[config.mk]
export PLATFORM = sky130hd
export DESIGN_NAME = mem_stage_ctrl_flat
export DESIGN_NICKNAME = d
export VERILOG_FILES = /design/src/rtl/mem_stage_ctrl_pkg.sv /design/src/rtl/mem_stage_ctrl_if.sv /design/src/rtl/mem_stage_ctrl_wb_reg.sv /design/src/rtl/mem_stage_ctrl.sv /design/src/flat_wrapper.sv
export SDC_FILE = /design/constraint.sdc
export NUM_CORES = 1
export LEC_CHECK = 0
export CAP_MARGIN = 20
export CORE_ASPECT_RATIO = 0.8
export CORE_MARGIN = 3
export CORE_UTILIZATION = 41
export CTS_BUF_LIST = sky130_fd_sc_hd__clkbuf_16
export DETAILED_ROUTE_END_ITERATION = 12
export PLACE_DENSITY = 0.91
export SYNTH_ARGS = -nofsm -noshare
export SYNTH_HDL_FRONTEND = slang
export SYNTH_SLANG_ARGS = --single-unit
[constraint.sdc]
create_clock -name clk -period 4.7 [get_ports clk]
set_input_delay 1.41 -clock clk [delete_from_list [all_inputs] [get_ports clk]]
set_output_delay 1.41 -clock clk [all_outputs]
set_load 0.01 [all_outputs]
[src/rtl/mem_stage_ctrl_pkg.sv]
`default_nettype none
// +----------------------------------------------------------------------+
// | mem_stage_ctrl_pkg                                                   |
// | Shared MEM-stage types: FSM encoding, register index width, defaults |
// | Revision: 1.0                                                        |
// +----------------------------------------------------------------------+
package mem_stage_ctrl_pkg;

  typedef enum logic [1:0] {
    ST_IDLE   = 2'd0,
    ST_ACCESS = 2'd1,
    ST_DONE   = 2'd2
  } state_e;

  localparam int unsigned c_MEM_BASE_DEFAULT = 1024;
  localparam int unsigned c_REG_IDX_W        = 4;
  localparam int unsigned c_CNT_W            = 8;

endpackage
`default_nettype wire

[src/rtl/mem_stage_ctrl_if.sv]
`default_nettype none
// +----------------------------------------------------------------------+
// | mem_stage_ctrl_if                                                    |
// | EXE->MEM inputs, data-memory handshake and MEM->WB outputs bundle    |
// | Revision: 1.0                                                        |
// +----------------------------------------------------------------------+
interface mem_stage_ctrl_if
  import mem_stage_ctrl_pkg::*;
#(
  parameter int DATA_W = 32
);
  logic                   wb_enable;
  logic                   mem_read;
  logic                   mem_write;
  logic [c_REG_IDX_W-1:0] dest;
  logic [DATA_W-1:0]      alu_res;
  logic [DATA_W-1:0]      val_rm;

  logic                   mem_req;
  logic                   mem_we;
  logic [DATA_W-1:0]      mem_addr;
  logic [DATA_W-1:0]      mem_wdata;
  logic [DATA_W-1:0]      mem_rdata;
  logic                   mem_ready;

  logic                   freeze;
  logic                   wb_en_wb;
  logic                   mem_read_wb;
  logic [c_REG_IDX_W-1:0] dest_wb;
  logic [DATA_W-1:0]      alu_wb;
  logic [DATA_W-1:0]      mem_data_wb;
  logic                   err;

  modport master (
    input  wb_enable, mem_read, mem_write, dest, alu_res, val_rm,
    input  mem_rdata, mem_ready,
    output mem_req, mem_we, mem_addr, mem_wdata,
    output freeze, wb_en_wb, mem_read_wb, dest_wb, alu_wb, mem_data_wb, err
  );

  modport slave (
    output wb_enable, mem_read, mem_write, dest, alu_res, val_rm,
    output mem_rdata, mem_ready,
    input  mem_req, mem_we, mem_addr, mem_wdata,
    input  freeze, wb_en_wb, mem_read_wb, dest_wb, alu_wb, mem_data_wb, err
  );
endinterface
`default_nettype wire

[src/rtl/mem_stage_ctrl_wb_reg.sv]
`default_nettype none
// +----------------------------------------------------------------------+
// | mem_wb_stage_reg                                                     |
// | MEM->WB pipeline register; inserts a bubble while frozen             |
// | Revision: 1.0                                                        |
// +----------------------------------------------------------------------+
module mem_wb_stage_reg
  import mem_stage_ctrl_pkg::*;
#(
  parameter int DATA_W = 32
) (
  input  wire                   clk,
  input  wire                   rst,
  input  wire                   freeze_i,
  input  wire                   wb_enable_i,
  input  wire                   mem_read_i,
  input  wire [c_REG_IDX_W-1:0] dest_i,
  input  wire [DATA_W-1:0]      alu_res_i,
  input  wire [DATA_W-1:0]      load_data_i,
  output logic                  wb_en_o,
  output logic                  mem_read_o,
  output logic [c_REG_IDX_W-1:0] dest_o,
  output logic [DATA_W-1:0]     alu_o,
  output logic [DATA_W-1:0]     mem_data_o
);

  logic                   wb_en_q;
  logic                   mem_read_q;
  logic [c_REG_IDX_W-1:0] dest_q;
  logic [DATA_W-1:0]      alu_q;
  logic [DATA_W-1:0]      mem_data_q;
  logic [DATA_W-1:0]      mem_data_d;

  // Only loads carry memory data forward; stores and ALU ops write zero.
  assign mem_data_d = mem_read_i ? load_data_i : '0;

  always_ff @(posedge clk or posedge rst) begin
    if (rst) begin
      wb_en_q    <= 1'b0;
      mem_read_q <= 1'b0;
      dest_q     <= '0;
      alu_q      <= '0;
      mem_data_q <= '0;
    end else if (!freeze_i) begin
      wb_en_q    <= wb_enable_i;
      mem_read_q <= mem_read_i;
      dest_q     <= dest_i;
      alu_q      <= alu_res_i;
      mem_data_q <= mem_data_d;
    end else begin
      wb_en_q    <= 1'b0;
      mem_read_q <= 1'b0;
    end
  end

  assign wb_en_o    = wb_en_q;
  assign mem_read_o = mem_read_q;
  assign dest_o     = dest_q;
  assign alu_o      = alu_q;
  assign mem_data_o = mem_data_q;

endmodule
`default_nettype wire

[src/rtl/mem_stage_ctrl.sv]
`default_nettype none
// +----------------------------------------------------------------------+
// | mem_stage_ctrl                                                       |
// | MEM stage: data-memory req/ready handshake, freeze and MEM->WB drive |
// | Revision: 1.0                                                        |
// +----------------------------------------------------------------------+
module mem_stage_ctrl
  import mem_stage_ctrl_pkg::*;
#(
  parameter int          DATA_W   = 32,
  parameter int unsigned MEM_BASE = c_MEM_BASE_DEFAULT,
  parameter int unsigned TIMEOUT  = 255
) (
  input  wire               clk,
  input  wire               rst,
  mem_stage_ctrl_if.master  bus
);

  localparam logic [c_CNT_W-1:0] c_CNT_LAST = c_CNT_W'(TIMEOUT - 1);

  state_e               state_q;
  logic [c_CNT_W-1:0]   count_q;
  logic [DATA_W-1:0]    buf_q;
  logic                 err_q;

  logic                 w_mem_op;
  logic                 w_conflict;
  logic                 w_access;
  logic [DATA_W-1:0]    w_offset;

  assign w_mem_op   = bus.mem_read | bus.mem_write;
  assign w_conflict = bus.mem_read & bus.mem_write;
  assign w_access   = (state_q == ST_ACCESS);
  assign w_offset   = bus.alu_res - DATA_W'(MEM_BASE);

  // Memory-side outputs decode from the state register, so an async reset drops mem_req at once.
  assign bus.mem_req   = w_access;
  assign bus.mem_we    = w_access & bus.mem_write & ~bus.mem_read;
  assign bus.mem_addr  = w_offset >> 2;
  assign bus.mem_wdata = bus.mem_we ? bus.val_rm : '0;
  assign bus.freeze    = w_access | ((state_q == ST_IDLE) & w_mem_op);
  assign bus.err       = err_q;

  always_ff @(posedge clk or posedge rst) begin
    if (rst) begin
      state_q <= ST_IDLE;
      count_q <= '0;
      buf_q   <= '0;
      err_q   <= 1'b0;
    end else begin
      case (state_q)
        ST_IDLE: begin
          if (w_mem_op) begin
            state_q <= ST_ACCESS;
            if (w_conflict) err_q <= 1'b1;
          end
        end
        ST_ACCESS: begin
          count_q <= count_q + 1'b1;
          // A ready arriving on the final allowed cycle still completes normally.
          if (bus.mem_ready) begin
            buf_q   <= bus.mem_read ? bus.mem_rdata : '0;
            state_q <= ST_DONE;
          end else if (count_q == c_CNT_LAST) begin
            buf_q   <= '0;
            err_q   <= 1'b1;
            state_q <= ST_DONE;
          end
        end
        ST_DONE: begin
          count_q <= '0;
          state_q <= ST_IDLE;
        end
        default: state_q <= ST_IDLE;
      endcase
    end
  end

  mem_wb_stage_reg #(
    .DATA_W (DATA_W)
  ) u_mem_wb_stage_reg (
    .clk         (clk),
    .rst         (rst),
    .freeze_i    (bus.freeze),
    .wb_enable_i (bus.wb_enable),
    .mem_read_i  (bus.mem_read),
    .dest_i      (bus.dest),
    .alu_res_i   (bus.alu_res),
    .load_data_i (buf_q),
    .wb_en_o     (bus.wb_en_wb),
    .mem_read_o  (bus.mem_read_wb),
    .dest_o      (bus.dest_wb),
    .alu_o       (bus.alu_wb),
    .mem_data_o  (bus.mem_data_wb)
  );

endmodule
`default_nettype wire

[src/flat_wrapper.sv]
// flat-port wrapper written by rule: the top's interface ports become plain ports
module mem_stage_ctrl_flat import mem_stage_ctrl_pkg::*;
#(
  parameter int          DATA_W   = 32,
  parameter int unsigned MEM_BASE = c_MEM_BASE_DEFAULT,
  parameter int unsigned TIMEOUT  = 255
)
  (clk, rst, bus_wb_enable, bus_mem_read, bus_mem_write, bus_dest, bus_alu_res, bus_val_rm, bus_mem_rdata, bus_mem_ready, bus_mem_req, bus_mem_we, bus_mem_addr, bus_mem_wdata, bus_freeze, bus_wb_en_wb, bus_mem_read_wb, bus_dest_wb, bus_alu_wb, bus_mem_data_wb, bus_err);
  mem_stage_ctrl_if #(.DATA_W(DATA_W)) bus_i ();
  input  wire clk;
  input  wire rst;
  input wire logic [$bits(bus_i.wb_enable)-1:0] bus_wb_enable;
  input wire logic [$bits(bus_i.mem_read)-1:0] bus_mem_read;
  input wire logic [$bits(bus_i.mem_write)-1:0] bus_mem_write;
  input wire logic [$bits(bus_i.dest)-1:0] bus_dest;
  input wire logic [$bits(bus_i.alu_res)-1:0] bus_alu_res;
  input wire logic [$bits(bus_i.val_rm)-1:0] bus_val_rm;
  input wire logic [$bits(bus_i.mem_rdata)-1:0] bus_mem_rdata;
  input wire logic [$bits(bus_i.mem_ready)-1:0] bus_mem_ready;
  output wire logic [$bits(bus_i.mem_req)-1:0] bus_mem_req;
  output wire logic [$bits(bus_i.mem_we)-1:0] bus_mem_we;
  output wire logic [$bits(bus_i.mem_addr)-1:0] bus_mem_addr;
  output wire logic [$bits(bus_i.mem_wdata)-1:0] bus_mem_wdata;
  output wire logic [$bits(bus_i.freeze)-1:0] bus_freeze;
  output wire logic [$bits(bus_i.wb_en_wb)-1:0] bus_wb_en_wb;
  output wire logic [$bits(bus_i.mem_read_wb)-1:0] bus_mem_read_wb;
  output wire logic [$bits(bus_i.dest_wb)-1:0] bus_dest_wb;
  output wire logic [$bits(bus_i.alu_wb)-1:0] bus_alu_wb;
  output wire logic [$bits(bus_i.mem_data_wb)-1:0] bus_mem_data_wb;
  output wire logic [$bits(bus_i.err)-1:0] bus_err;
  assign bus_i.wb_enable = bus_wb_enable;
  assign bus_i.mem_read = bus_mem_read;
  assign bus_i.mem_write = bus_mem_write;
  assign bus_i.dest = bus_dest;
  assign bus_i.alu_res = bus_alu_res;
  assign bus_i.val_rm = bus_val_rm;
  assign bus_i.mem_rdata = bus_mem_rdata;
  assign bus_i.mem_ready = bus_mem_ready;
  assign bus_mem_req = bus_i.mem_req;
  assign bus_mem_we = bus_i.mem_we;
  assign bus_mem_addr = bus_i.mem_addr;
  assign bus_mem_wdata = bus_i.mem_wdata;
  assign bus_freeze = bus_i.freeze;
  assign bus_wb_en_wb = bus_i.wb_en_wb;
  assign bus_mem_read_wb = bus_i.mem_read_wb;
  assign bus_dest_wb = bus_i.dest_wb;
  assign bus_alu_wb = bus_i.alu_wb;
  assign bus_mem_data_wb = bus_i.mem_data_wb;
  assign bus_err = bus_i.err;
  mem_stage_ctrl #(.DATA_W(DATA_W), .MEM_BASE(MEM_BASE), .TIMEOUT(TIMEOUT)) u_core (.clk(clk), .rst(rst), .bus(bus_i));
endmodule
# Yosys cells after proc, flatten, opt, wreduce, memory -nomap -nowiden
# Index checks and enable logic that the tools add are counted.
# totals
register_bits	113
input_bits	106
out_inout_bits	138
wordCells	50
# op_classes
add_sub_neg	2
n_eq_ne	8
n_mux	17
n_bitwise	7
reduce_logical	7
# op_table
operator	n
32-bit 2-to-1 mux	5
32-bit by 11-bit subtractor with 32-bit output (second input constant)	1
8-bit case mux with 2 select lines	1
8-bit by 1-bit adder with 8-bit output (second input constant)	1
8-bit == test (second input constant)	1
1-bit 2-to-1 mux	6
2-bit 2-to-1 mux	3
2-bit nonzero test	3
5-bit AND reduction	1
1-bit AND	4
2-bit by 1-bit inequality test with 1-bit output (second input constant)	2
2-bit inequality test (second input constant)	2
2-bit case mux with 2 select lines	1
2-bit AND reduction	2
3-bit inequality test (second input constant)	1
2-bit by 1-bit == test with 1-bit output (second input constant)	1
2-bit == test (second input constant)	1
2-bit logical NOT	1
1-bit OR	2
1-bit case mux with 2 select lines	1
1-bit inverter	1

# Logic depth before layout (Yosys ltp)
# Gate-level depths: netlist of the first run.
# logic_depth
depth_word	4
mapped_depth	8
mapped_depth_nobuf	6

# Cells and area by module
# From an unflattened synthesis of the first run, not the netlist that was laid out.
# hier_totals
cells_unflattened	401
hier_area_um2	5021.1
# by_module_without_submodules
mod	instances	cells_per_inst	area_each_um2	seq_area_each_um2
mem_wb_stage_reg	1	153	2568.7	1751.7
mem_stage_ctrl	1	248	2452.4	1076.0

# Least setup slack after synthesis of the first run
# No wires, ideal clock.
# synth_path
kind	in2out
start	input port bus_alu_res[10]
end	output port bus_mem_addr[20]
t_arrival_ps	2771
required_time_ps	3290
slack_ps	519
path_stages	6
path_buffers	0
cell_sequence	inv_1 > ha_1 > nor4b_1 > nand2_1 > or4_1 > xnor2_1
# synth_between
elab_chain_len	1
# synth_lines
item	line_no	text
from (decl)	flat_wrapper.sv:16	input wire logic [$bits(bus_i.alu_res)-1:0] bus_alu_res;
32-bit by 11-bit subtractor with 32-bit output	mem_stage_ctrl.sv:34	assign w_offset = bus.alu_res - DATA_W'(MEM_BASE);
to (decl)	flat_wrapper.sv:22	output wire logic [$bits(bus_i.mem_addr)-1:0] bus_mem_addr;
# Every way passes these cells.

# Worst setup path in the final report of the first run
# Ends and elaborated chain as after synthesis.

==> results.toml, run 1 <==
[yosys]
synthTopCellsByArea = "dfrtp_1 (57%), a22o_1 (11%), nand2_1 (8.7%)"
synth_area_sq_um = 4960
synth_top_family_by_area = "simple AND/OR/NAND/NOR gates"
synth_common_cells = "nand2_1 (115), dfrtp_1 (113), a22o_1 (65)"
synthMuxAreaShare = 0.00202
synth_compound_area_frac = 0.142
async_reset_ff_frac = 1.00
yosysSeqAreaShare = 0.570
synth_cell_types = 42
synth-xor-area-share = 0.0388
syn_inst = 470
synth-edff-count = 0
synthSimpleGateAreaFrac = 0.189
yosys.area_share.adder = 0.0151
ys_ff_latch = 113
synth_warnings = 0
synth_top_area_frac = 0.570
ys.flop_type = "dfrtp_1"
synth_area_leader_cell = "dfrtp_1"
yosysMostFrequentCell = "nand2_1"
syn_avg_cell_area_sq_um = 10.6

[setup_path]
path_delay_family = "buffers and inverters"
arrival_ns = 3.25
crit_type = "input port to output pin"
worstSetupEndpointType = "output pin"
start_kind = "input port"
cp_data_required_time_ns = 3.29
slowest_delay_ns = 0.45
crit_fanout = 2
critical-path-slowest-cell = "clkdlybuf4s50_1"
crit_buf_inv = 4
critical_path.cell_chain = "clkdlybuf4s50_1, inv_2, ha_4, nor4b_4, buf_4, nand2_1, or4_4, xnor2_1, buf_2"

[clock_tree]
clk_path_buf_depth = 2
clk_latency_ns = 0.41
cts_tree = "done"
cts_sinks = 113
clk_pin_slew_ns = 0.06
numCtsBuffers = 17
cts-hold-fix-buffers = 0
htreeDepth = 4
root_buffer = "clkbuf_16"

[sta]
worst_pin_slew_ns = 0.819
fmax_mhz = 215
finalMaxSlewViolations = 0
fin_skew_ns = 0.0108
hold_viol = 0
slew_headroom = 0.454
period_share = 0.991
fin_tns_setup_ns = 0
fin_crit_ns = 4.66
finalWorstSetupSlack_ns = 0.0424
finalSetupViolations = 0

[pwr]
power.density_nw_per_um2 = 595
power.total_mw = 4.98
leakage_nw = 3.90
ir_drop_mv = 0.400

[finish]
finalNetCount = 846
num_antenna_cells = 0
syn2layout_area_growth_pct = 68.6
drive_gt1_frac = 0.134

[drt]
drc = 0
wl_per_cell_microns = 18.1
drt-initial-drc-count = 318
viasPerCell = 5.10
vias = 4568
drt_wl_total_microns = 16200
antenna_left = 0
drt_first_pass_iters = 6

[die]
core-area_sq_um = 11600
die_w_microns = 129
die-area_sq_um = 13500
die-height_microns = 104
io_pins = 244
rows = 35
initial_core_util = 0.426

[grt]
grtUsageMet1 = 0.288
grt_pass1_wl_microns = 25500
grt_overflow = 0
met2_usage = 0.411
antenna_found_initial = 0
grtUsageMet3 = 0.0749
grt_max_degree = 71
busiest_layer = "met2"
grtUsageTotal = 0.241
grt_pass1_vias = 4871

[run]
maxCapViolCount = 0

[place]
dp_hpwl_microns = 11700
dp_slack_ns = -0.461
port_buffers = 241
place.gp.congestion = 0.976

[outcome]
status = "finished clean"

[worst_hold_path]
worstHoldPathType = "register to register"
area by class of cell:
class	instances	area, sq um
Fill cell	795	3280
Sequential cell	113	2830
Timing Repair Buffer	280	2710
Multi-Input combinational cell	312	2040
Clock buffer	17	425
Tap cell	148	185
Clock inverter	15	148
Inverter	10	40.0
metal layers:
layer  share of wire  vias to the layer above  wire, microns
met4           0.019                        0            305
met5               0                        -              0
li1                -                     2122              -
met3           0.072                       24           1160
met2            0.52                      218           8340
met1            0.39                     2204           6360
cell usage in the layout, fill, tap and decap left out, types with 4 or more instances in the layout:
master           count
and3_1               5
dlygate4sd2_1        7
inv_6                7
ha_1                 5
a22o_1              65
buf_4               37
clkbuf_16           17
inv_1                6
xor2_1              12
xnor2_1              9
o21ai_0              5
buf_2                4
dlymetal6s2s_1       8
nor2_1              10
dfrtp_1            113
a21oi_1              6
nand2_1            115
clkdlybuf4s50_1    219
and2_1              34
sequential cells by signal, summed over array words and instances (netlist names):
| name | flops |
|---|---|
| u_core.buf_q | 32 |
| u_core.bus.err | 1 |
| u_core.count_q | 8 |
| u_core.state_q | 2 |
| u_core.u_mem_wb_stage_reg.alu_o | 32 |
| u_core.u_mem_wb_stage_reg.dest_o | 4 |
| u_core.u_mem_wb_stage_reg.mem_data_o | 32 |
| u_core.u_mem_wb_stage_reg.mem_read_o | 1 |
| u_core.u_mem_wb_stage_reg.wb_en_o | 1 |
worst paths after layout:
path	from	endpoint	slack [ns]	depth (start not counted)
setup / recovery	bus_alu_res[10]	bus_mem_addr[20]	0.04	9
hold / removal	u_core.bus.err$_DFFE_PP0P_	u_core.bus.err$_DFFE_PP0P_	0.46	1
setup reg to reg	u_core.count_q[0]$_DFFE_PP0P_	u_core.buf_q[19]$_DFFE_PP0P_	2.66	7
hold reg to reg	u_core.bus.err$_DFFE_PP0P_	u_core.bus.err$_DFFE_PP0P_	0.46	1
max in group asynchronous	rst	u_core.buf_q[9]$_DFFE_PP0P_	2.32	3
min in group asynchronous	rst	u_core.buf_q[4]$_DFFE_PP0P_	1.54	2
kinds of logic after synthesis:
kind of cell    count (synthesis)
compound gates                 87
xor+xnor                       22
fa+ha+maj                       6
buf+inv                        46
flops                         113
mux                             1
other cells                     1
simple gates                  194
stage by stage:
step	utilization	area, sq um	hold slack (ns)	cells
detailed placement	0.659	7680	0.446	861
CTS	0.712	8290	0.467	894
finish	0.719	8370	0.463	895
global route	0.719	8370	0.492	895
floorplan	-	4970	0.466	471
global placement	0.659	7680	0.446	861
power breakdown:
part / switching, mW / leakage [nW] / internal (mW)
registers: 0.257 / 1.46 / 1.39
clock network: 0.493 / 0.274 / 0.742
logic: 1.04 / 2.17 / 1.05
total: 1.79 / 3.90 / 3.19
timing repair:
item                                    CTS  global route
pin swaps                                 2             4
buffers inserted                          1             0
resized for setup                        39            21
endpoints found under the setup margin   14            13
gates cloned                              0             0
Power figures use the tool's default switching activity.
==> run 2: changes to the inputs <==
--- a/config.mk
+++ b/config.mk
@@ -8,10 +8,10 @@
 export CAP_MARGIN = 20
 export CORE_ASPECT_RATIO = 0.8
 export CORE_MARGIN = 3
-export CORE_UTILIZATION = 41
+export CORE_UTILIZATION = 35
 export CTS_BUF_LIST = sky130_fd_sc_hd__clkbuf_16
 export DETAILED_ROUTE_END_ITERATION = 12
-export PLACE_DENSITY = 0.91
+export PLACE_DENSITY = 0.81
 export SYNTH_ARGS = -nofsm -noshare
 export SYNTH_HDL_FRONTEND = slang
 export SYNTH_SLANG_ARGS = --single-unit
==> run 2 against run 1 <==
  * Register-to-register slack better by 0.09 ns
  * Critical path type unchanged
  * Power is 1.3% higher
  * Clock power is 9% higher
==> results.toml, run 2 (same netlist as run 1, synthesis figures left out) <==
[sta]
finalSetupViolations = 0
slew_headroom = 0.452
fin_skew_ns = 0.00883
worst_pin_slew_ns = 0.821
fmax_mhz = 215
finalMaxSlewViolations = 0
hold_viol = 0
period_share = 0.989
grt_setup_unrepaired = "true"
fin_tns_setup_ns = 0
fin_crit_ns = 4.65

[place]
dp_hpwl_microns = 11300
port_buffers = 241
place.gp.congestion = 0.998
placed_area_sq_um = 7720

[setup_path]
crit_fanout = 3
slowest_delay_ns = 0.58
crit_buf_inv = 4
start_kind = "input port"
worstSetupEndpointType = "output pin"
crit_type = "input port to output pin"
cp_data_required_time_ns = 3.29
arrival_ns = 3.24
critical_path.cell_chain = "clkdlybuf4s50_1, buf_4, nor2_2, nand3b_1, buf_4, xnor2_1, clkdlybuf4s50_1"
critical-path-slowest-cell = "clkdlybuf4s50_1"
path_delay_family = "buffers and inverters"
worst_r2r_startpoint = "u_core.state_q[1]$_DFFE_PP0P_"
r2r_cells = 7
timing.rr.end = "u_core.u_mem_wb_stage_reg.alu_o[11]$_DFFE_PP0N_"
ff2ff_setup_slack_ns = 2.75

[worst_hold_path]
hold_depth = 1
worstHoldEndpoint = "u_core.bus.err$_DFFE_PP0P_"
worstHoldPathType = "register to register"
min_from = "u_core.bus.err$_DFFE_PP0P_"

[die]
initial_core_util = 0.361
die-area_sq_um = 15700
die_w_microns = 139
core-area_sq_um = 13700
io_pins = 244
die-height_microns = 113
rows = 38

[clock_tree]
clk_path_buf_depth = 2
clk_pin_slew_ns = 0.06
cts-hold-fix-buffers = 0
numCtsBuffers = 17
root_buffer = "clkbuf_16"
htreeDepth = 4
cts_sinks = 113
cts_tree = "done"
clk_latency_ns = 0.39

[run]
maxCapViolCount = 0

[drt]
wl_per_cell_microns = 16.3
drc = 0
viasPerCell = 4.95
drt_first_pass_iters = 4
drt-initial-drc-count = 221
vias = 4586
antenna_left = 0
drt_wl_total_microns = 15100

[finish]
syn2layout_area_growth_pct = 69.4
fin_area_sq_um = 8410
num_antenna_cells = 0
finalNetCount = 845
ff_latch_area_sq_um = 2830
final_common_cell = "clkdlybuf4s50_1"
final_cell_mix = "clkdlybuf4s50_1 (220), nand2_1 (115), dfrtp_1 (113)"
multi_input_area_sq_um = 2010
drive_gt1_frac = 0.127
n_fill_cell = 1069

[grt]
grt_overflow = 0
antenna_found_initial = 0
grtUsageTotal = 0.192
grt_pass1_vias = 4716
grt_max_degree = 71
grt_pass1_wl_microns = 24400

[pwr]
leakage_nw = 3.86
power.density_nw_per_um2 = 599
ir_drop_mv = 0.366

[outcome]
status = "finished clean"
==> run 2: layout make-up <==
cell class	instances	share of cell area
tap	180	0.0268
inverter	10	0.00476
clock inverter	15	0.0232
sequential	113	0.336
multi-input combinational	312	0.238
timing repair buffer	279	0.320
clock buffer	17	0.0506
==> run 2: metrics by stage <==
step	power (mW)	setup WS [ns]	util	hold WS [ns]	cells
2_1_floorplan	2.62	0.303	-	0.466	471
3_3_place_gp	3.64	-0.388	0.562	0.448	891
3_5_place_dp	3.72	-0.460	0.562	0.446	891
4_1_cts	5.08	0.0137	0.609	0.466	924
5_1_grt	5.36	-0.0611	0.612	0.491	926
6_report	5.04	0.0525	0.612	0.458	926
==> run 2: repair_timing <==
action,in CTS,in global routing
gates resized for setup,42,7
pin swaps,6,4
hold endpoints to repair,0,0
setup buffers,1,1
endpoints found under the setup margin,15,10
==> run 2: how the worst max path moves through the flow <==
stage | slack, ns | endpoint | startpoint | cells past startpoint
final | 0.05 | bus_mem_addr[13] | bus_alu_res[11] | 7
after global routing | -0.06 | bus_mem_addr[25] | bus_alu_res[19] | 7
after CTS | 0.01 | bus_mem_addr[29] | bus_alu_res[24] | 6
after detailed placement | -0.46 | bus_mem_addr[20] | bus_alu_res[11] | 9
after global placement | -0.39 | bus_mem_addr[20] | bus_alu_res[10] | 9
after floorplan | 0.30 | u_core.buf_q[0]$_DFFE_PP0P_ | rst | 1
==> run 2: worst reg2reg max path, cell delays in order (launching register included) <==
cell and delay (ns):
dfrtp_1 0.40, inv_1 0.08, ha_1 0.38, a21oi_4 0.06, inv_2 0.07, buf_4 0.56
nand2_1 0.20, o21ai_1 0.11
==> run 2: per-layer routing <==
layer | track usage | share of wire
met5 | 0 | 0
met4 | 0.0626 | 0.019
met3 | 0.0541 | 0.072
met2 | 0.333 | 0.50
met1 | 0.232 | 0.41
==> run 2: report_power, final <==
part	internal, mW	switching, mW	total, mW
Sequential	1.39	0.251	1.64
Combinational	1.05	1.01	2.06
Clock	0.852	0.484	1.34
Total	3.29	1.75	5.04
